==> config.mk <==
export PLATFORM = sky130hd
export DESIGN_NAME = uartmm_fifo
export DESIGN_NICKNAME = d
export VERILOG_FILES = /design/src/rtl/uartmm_fifo.sv
export SDC_FILE = /design/constraint.sdc
export NUM_CORES = 1
export LEC_CHECK = 0
export CORE_UTILIZATION = 58
export CTS_CLUSTER_DIAMETER = 100
export DETAILED_ROUTE_END_ITERATION = 10
export HOLD_SLACK_MARGIN = 0.03
export PLACE_DENSITY = 0.83
export SLEW_MARGIN = 30
export SYNTH_ARGS = -nofsm -noshare
export SYNTH_HDL_FRONTEND = slang
export SYNTH_SLANG_ARGS = --single-unit
==> constraint.sdc <==
create_clock -name clk -period 5.4 [get_ports clk]
set_input_delay 1.08 -clock clk [delete_from_list [all_inputs] [get_ports clk]]
set_output_delay 1.08 -clock clk [all_outputs]
set_load 0.005 [all_outputs]
==> src/rtl/uartmm_fifo.sv <==
// uartmm_fifo: memory-mapped UART bridge on CPU port B with RX/TX byte FIFOs.
// Register window BASE_ADDR..BASE_ADDR+3 (+4 with CTRL when UARTMM_IRQ_EN is defined).
// Optional feature macro: UARTMM_IRQ_EN (CTRL register and registered irq output).

// Byte FIFO; push/pop arrive already qualified by the parent.
module uartmm_fifo_buf #(
  parameter int LOG2 = 4
) (
  input  logic            clk,
  input  logic            rst,
  input  logic            push,
  input  logic            pop,
  input  logic [7:0]      din,
  output logic [7:0]      head,
  output logic [LOG2:0]   count,
  output logic            empty,
  output logic            full
);
  localparam int DEPTH = 1 << LOG2;

  logic [7:0]      mem [DEPTH];
  logic [LOG2-1:0] wptr, rptr;

  assign empty = (count == '0);
  // count never exceeds DEPTH, so its top bit alone marks full
  assign full  = count[LOG2];
  assign head  = empty ? 8'h00 : mem[rptr];

  // Storage array, no reset needed: contents are only visible through count
  always_ff @(posedge clk)
    if (push) mem[wptr] <= din;

  // Pointers wrap naturally at DEPTH; count tracks occupancy
  always_ff @(posedge clk or negedge rst) begin
    if (!rst) begin
      wptr  <= '0;
      rptr  <= '0;
      count <= '0;
    end else begin
      if (push) wptr <= wptr + 1'b1;
      if (pop)  rptr <= rptr + 1'b1;
      case ({push, pop})
        2'b10:   count <= count + 1'b1;
        2'b01:   count <= count - 1'b1;
        default: count <= count;
      endcase
    end
  end
endmodule

module uartmm_fifo #(
  parameter logic [31:0] BASE_ADDR     = 32'd65537,
  parameter int          RX_DEPTH_LOG2 = 4,
  parameter int          TX_DEPTH_LOG2 = 4
) (
  input  logic        clk,
  input  logic        rst,
  input  logic [7:0]  uart_din,
  input  logic        uart_valid,
  input  logic        uart_busy,
  output logic [7:0]  uart_dout,
  output logic        uart_wr,
  input  logic [31:0] addr_b,
  input  logic [31:0] data_b_in,
  input  logic [31:0] data_b_we,
  input  logic        data_b_re,
  output logic [31:0] data_b,
  output logic        strobe_b,
  output logic        irq
);
`ifdef UARTMM_IRQ_EN
  localparam logic [31:0] LAST_OFF = 32'd4;
`else
  localparam logic [31:0] LAST_OFF = 32'd3;
`endif

  logic [31:0] off;
  logic        hit, wr;
  logic        sel_status, sel_txrdy, sel_data, sel_count;
  logic        rx_push, rx_pop, rx_empty, rx_full;
  logic        tx_push, tx_issue, tx_empty, tx_full;
  logic [7:0]  rx_head, tx_head;
  logic [RX_DEPTH_LOG2:0] rx_cnt;
  logic [TX_DEPTH_LOG2:0] tx_cnt;
  logic        rx_ovf, tx_ovf;
  logic        clr_rx_ovf, clr_tx_ovf;
  logic        unused_in;

  assign unused_in = ^data_b_in[31:8];

  // Address decode; the >= test keeps addresses below BASE from wrapping into the window
  assign off        = addr_b - BASE_ADDR;
  assign hit        = (addr_b >= BASE_ADDR) && (off <= LAST_OFF);
  assign strobe_b   = hit;
  assign wr         = |data_b_we;
  assign sel_status = hit && (off == 32'd0);
  assign sel_txrdy  = hit && (off == 32'd1);
  assign sel_data   = hit && (off == 32'd2);
  assign sel_count  = hit && (off == 32'd3);

  // A full FIFO still accepts a push when it pops in the same cycle
  assign rx_pop   = sel_data && data_b_re && !rx_empty;
  assign rx_push  = uart_valid && (!rx_full || rx_pop);
  assign tx_issue = !tx_empty && !uart_busy && !uart_wr;
  assign tx_push  = sel_data && wr && (!tx_full || tx_issue);

  assign clr_rx_ovf = sel_status && wr && data_b_in[1];
  assign clr_tx_ovf = sel_status && wr && data_b_in[5];

  uartmm_fifo_buf #(.LOG2(RX_DEPTH_LOG2)) u_rx (
    .clk(clk), .rst(rst), .push(rx_push), .pop(rx_pop), .din(uart_din),
    .head(rx_head), .count(rx_cnt), .empty(rx_empty), .full(rx_full)
  );

  uartmm_fifo_buf #(.LOG2(TX_DEPTH_LOG2)) u_tx (
    .clk(clk), .rst(rst), .push(tx_push), .pop(tx_issue), .din(data_b_in[7:0]),
    .head(tx_head), .count(tx_cnt), .empty(tx_empty), .full(tx_full)
  );

  // Sticky overflow flags; a new overflow wins over a same-cycle clear
  always_ff @(posedge clk or negedge rst) begin
    if (!rst) begin
      rx_ovf <= 1'b0;
      tx_ovf <= 1'b0;
    end else begin
      rx_ovf <= (rx_ovf && !clr_rx_ovf) || (uart_valid && !rx_push);
      tx_ovf <= (tx_ovf && !clr_tx_ovf) || (sel_data && wr && !tx_push);
    end
  end

  // TX issue: one-cycle uart_wr pulse, the low cycle after it spaces bytes by two
  always_ff @(posedge clk or negedge rst) begin
    if (!rst) begin
      uart_wr   <= 1'b0;
      uart_dout <= 8'h00;
    end else begin
      uart_wr <= tx_issue;
      if (tx_issue) uart_dout <= tx_head;
    end
  end

`ifdef UARTMM_IRQ_EN
  logic [1:0] ctrl;
  logic       sel_ctrl;

  assign sel_ctrl = hit && (off == 32'd4);

  // CTRL register and registered interrupt request
  always_ff @(posedge clk or negedge rst) begin
    if (!rst) begin
      ctrl <= 2'b00;
      irq  <= 1'b0;
    end else begin
      if (sel_ctrl && wr) ctrl <= data_b_in[1:0];
      irq <= (ctrl[0] && !rx_empty) || (ctrl[1] && tx_empty) || rx_ovf || tx_ovf;
    end
  end
`else
  assign irq = 1'b0;
`endif

  // Read mux, combinational from addr_b; undecoded addresses read zero
  always_comb begin
    data_b = 32'h0;
    if (sel_status)
      data_b[5:0] = {tx_ovf, irq, tx_empty, tx_full, rx_ovf, !rx_empty};
    else if (sel_txrdy)
      data_b[0] = !tx_full;
    else if (sel_data)
      data_b[7:0] = rx_head;
    else if (sel_count) begin
      data_b[15:0]  = 16'(rx_cnt);
      data_b[31:16] = 16'(tx_cnt);
    end
`ifdef UARTMM_IRQ_EN
    else if (sel_ctrl)
      data_b[1:0] = ctrl;
`endif
  end
endmodule

==> flow_summary.ini, run 1 <==
[flow_run]
maxCapViolations = 0

[placed_design]
port_buffers = 107
numPlacedInstances = 1066
dpl_cell_area_um2 = 13800
place_congestion = 0.923
hpwl_um = 17800

[grt]
grt_max_degree = 38
grt_overflow = 0
grt_pass1_wl_um = 42500
grt_usage = 0.261
grt_pass1_vias = 7278
antenna_found_initial = 1

[timing]
fin_crit_sh = 0.905
grt_setup_unrepaired = false
slew_viol_final = 0
timing.final.crit_period_ns = 4.89
worstMarginPinSlew_ns = 0.793
setup_viol = 0
skew_ns = 0.0128
hold_violations = 0
fin_setup_tns_ns = 0
max_freq_ghz = 0.205
slew_headroom = 0.471
hold-worst-slack_ns = 0.473

[yosys]
synthTopCellsByArea = edfxtp_1 61%, mux4_2 12%, dfrtp_1 7.4%
synth_top_family_by_area = multiplexers
synth_adder_area_share = 0.0212
synth_xor_area_frac = 0.0168
yosys_most_used_dff = edfxtp_1
synth_seq_cells = 293
synthCells = 702
synth_most_common_cell = edfxtp_1
postSynthAreaPerCell_um2 = 17.8
async_reset_ff_frac = 0.126
synth_edf_count = 256
yosys-mux-area-fraction = 0.137
netlist_top_cells_count = 256 x edfxtp_1, 67 x mux4_2, 47 x nand2_1
synth_compound_area_frac = 0.0328
synth-simple-area-share = 0.0732
yosysWarnings = 0
synth.distinct_cells = 59
ys_seq_area_frac = 0.689
yosys.area.top_type = edfxtp_1
synth_top_area_frac = 0.615
syn_area_um2 = 12500

[die]
start_util = 0.593
die_area_um2 = 22200
ios = 152
core-area_um2 = 21100
fp.dieH_um = 149
die_w_um = 149
rows = 53

[pwr]
p_leak_uw = 0.00493
p_sw_uw = 1490
clockPowerShare = 0.311
vdd_ir_drop_max_v = 0.000296
seqPwrFrac = 0.488
internal_power_uw = 4250
power_density_nw_per_um2 = 392
p_comb_frac = 0.201
p_sw_frac = 0.259

[clock_tree]
cts_buffers = 28
cts_tree = built
htree_levels = 1
cts_sinks = 293
insertion_delay_ns = 0.53
post_cts_buffers = 0
holdBufCountCts = 0
clk_pin_slew_ns = 0.06
ctsResizeCount = 0
clockRootBuffer = clkbuf_16
clk_path_buf_depth = 3

[route]
routed_via_density = 6.14
wire_per_inst_um = 24.5
drtAntennaViolNets = 0
firstDrtPassIters = 5
wl_um = 27400
drtIter0Drc = 527
num_vias = 6883
drc = 0

[critical_path]
cp.required_ns = 4.32
worstPathArrival_ns = 3.81
critPathCaptureType = output pin
critical_path_class = input port to output pin
startpoint_type = input port
worstPathMaxFanout = 8

[cells_and_area]
fin_cells = 1121
n_fill_cell = 1266
areaGrowthSynthToFinish_pct = 17.2
finalInstanceArea_um2 = 14700
nNetsFinal = 951
drive_gt1_frac = 0.167

[worst_hold_path]
worstHoldPathType = register to register

[outcome]
outcome = completed
-- flip-flops by register name (all words and copies together) (netlist names) --
register,flops
u_tx.count,5
u_tx.mem,128
u_tx.rptr,4
u_rx.rptr,4
uart_wr,1
u_rx.mem,128
uart_dout,8
u_tx.wptr,4
tx_ovf,1
rx_ovf,1
u_rx.wptr,4
u_rx.count,5
-- metal layers --
metal,track usage,vias up,routed length (µm)
li1,-,2989,-
met1,0.333,3521,10400
met2,0.460,320,14700
met3,0.0419,53,1750
met4,0.0816,0,666
met5,0,-,0
-- area by class of cell --
| cell class | count | area, µm² | share of cell area |
|---|---|---|---|
| Antenna cell | 2 | 5.00 | 0.000341 |
| Clock buffer | 45 | 806 | 0.0550 |
| Clock inverter | 7 | 28.8 | 0.00196 |
| Inverter | 21 | 78.8 | 0.00538 |
| Multi-Input combinational cell | 357 | 3590 | 0.245 |
| Sequential cell | 293 | 8620 | 0.588 |
| Tap cell | 275 | 344 | 0.0235 |
| Timing Repair Buffer | 121 | 1190 | 0.0812 |
-- worst max-delay path, stage by stage --
cell and delay, ns:
clkdlybuf4s50_1 0.60, nor4_4 0.37, nand2b_1 0.15, nor3_4 0.28, o21ai_0 0.24, a211oi_1 0.38
a221o_1 0.20, clkdlybuf4s50_1 0.50
-- final timing paths --
kind                       cells past startpoint       endpoint     startpoint  slack [ns]
hold reg to reg                                2   uart_dout[0]   uart_dout[0]        0.47
setup reg to reg                              11  u_tx.count[4]  u_tx.count[1]        1.81
max in group asynchronous                      2   u_tx.rptr[0]            rst        4.39
setup / recovery                               8      data_b[3]      addr_b[3]        0.51
min in group asynchronous                      1  u_tx.count[3]            rst        0.52
hold / removal                                 2   uart_dout[0]   uart_dout[0]        0.47
-- power by group through the flow --
stage               registers [µW]  logic, µW  clock network (µW)
floorplan                     2770        819                   0
global placement              2830       1070                   0
CTS                           2800       1150                1810
global route                  2830       1250                1890
detailed placement            2850       1130                   0
finish                        2800       1150                1790
-- per-stage QoR --
stage / utilization / setup slack, ns / power, µW
after floorplan: - / 1.68 / 3590
after global placement: 0.654 / 0.643 / 3900
after detailed placement: 0.654 / 0.538 / 3970
after CTS: 0.694 / 0.518 / 5760
after global routing: 0.695 / 0.405 / 5960
final: 0.695 / 0.511 / 5740
-- logic make-up after synthesis --
family / after synthesis
adders and majority gates: 20
AOI/OAI and AO/OA: 52
buffers and inverters: 71
and+or+nand+nor: 154
muxes: 87
DFF: 293
xor gates and xnor gates: 24
other: 1
-- cells in the final DEF (no fill, tap or decap), types with 3 or more instances in the layout --
cell type and instances:
ha_1 18, and3_1 13, nor2b_1 3, mux4_2 67, dfrtp_1 35, buf_4 13
edfxtp_1 256, nor4_4 3, xnor2_1 15, conb_1 20, clkdlybuf4s50_1 106, nor4b_1 3
nand2_1 47, o22ai_1 5, mux2i_1 16, and2_1 11, xor2_1 9, nand3_1 6
a21o_1 5, nand4_1 5, nor2_1 19, o21ai_0 7, a211oi_1 3, a21oi_1 9
or3_1 3, inv_1 20, o221ai_1 8, nor3_1 3, nor4_1 19, nor4_2 4
clkbuf_16 29, nand2b_1 4, clkbuf_1 14, clkinv_1 6
Note: power is estimated with default switching activity, not from simulation.
==> inputs of run 2 (changes only) <==
--- a/config.mk
+++ b/config.mk
@@ -8,6 +8,7 @@
 export CORE_UTILIZATION = 58
 export CTS_CLUSTER_DIAMETER = 100
 export DETAILED_ROUTE_END_ITERATION = 10
+export GPL_ROUTABILITY_DRIVEN = 0
 export HOLD_SLACK_MARGIN = 0.03
 export PLACE_DENSITY = 0.83
 export SLEW_MARGIN = 30
==> results of run 2 <==
Final layout, timing and power as in run 1 (identical DEF).
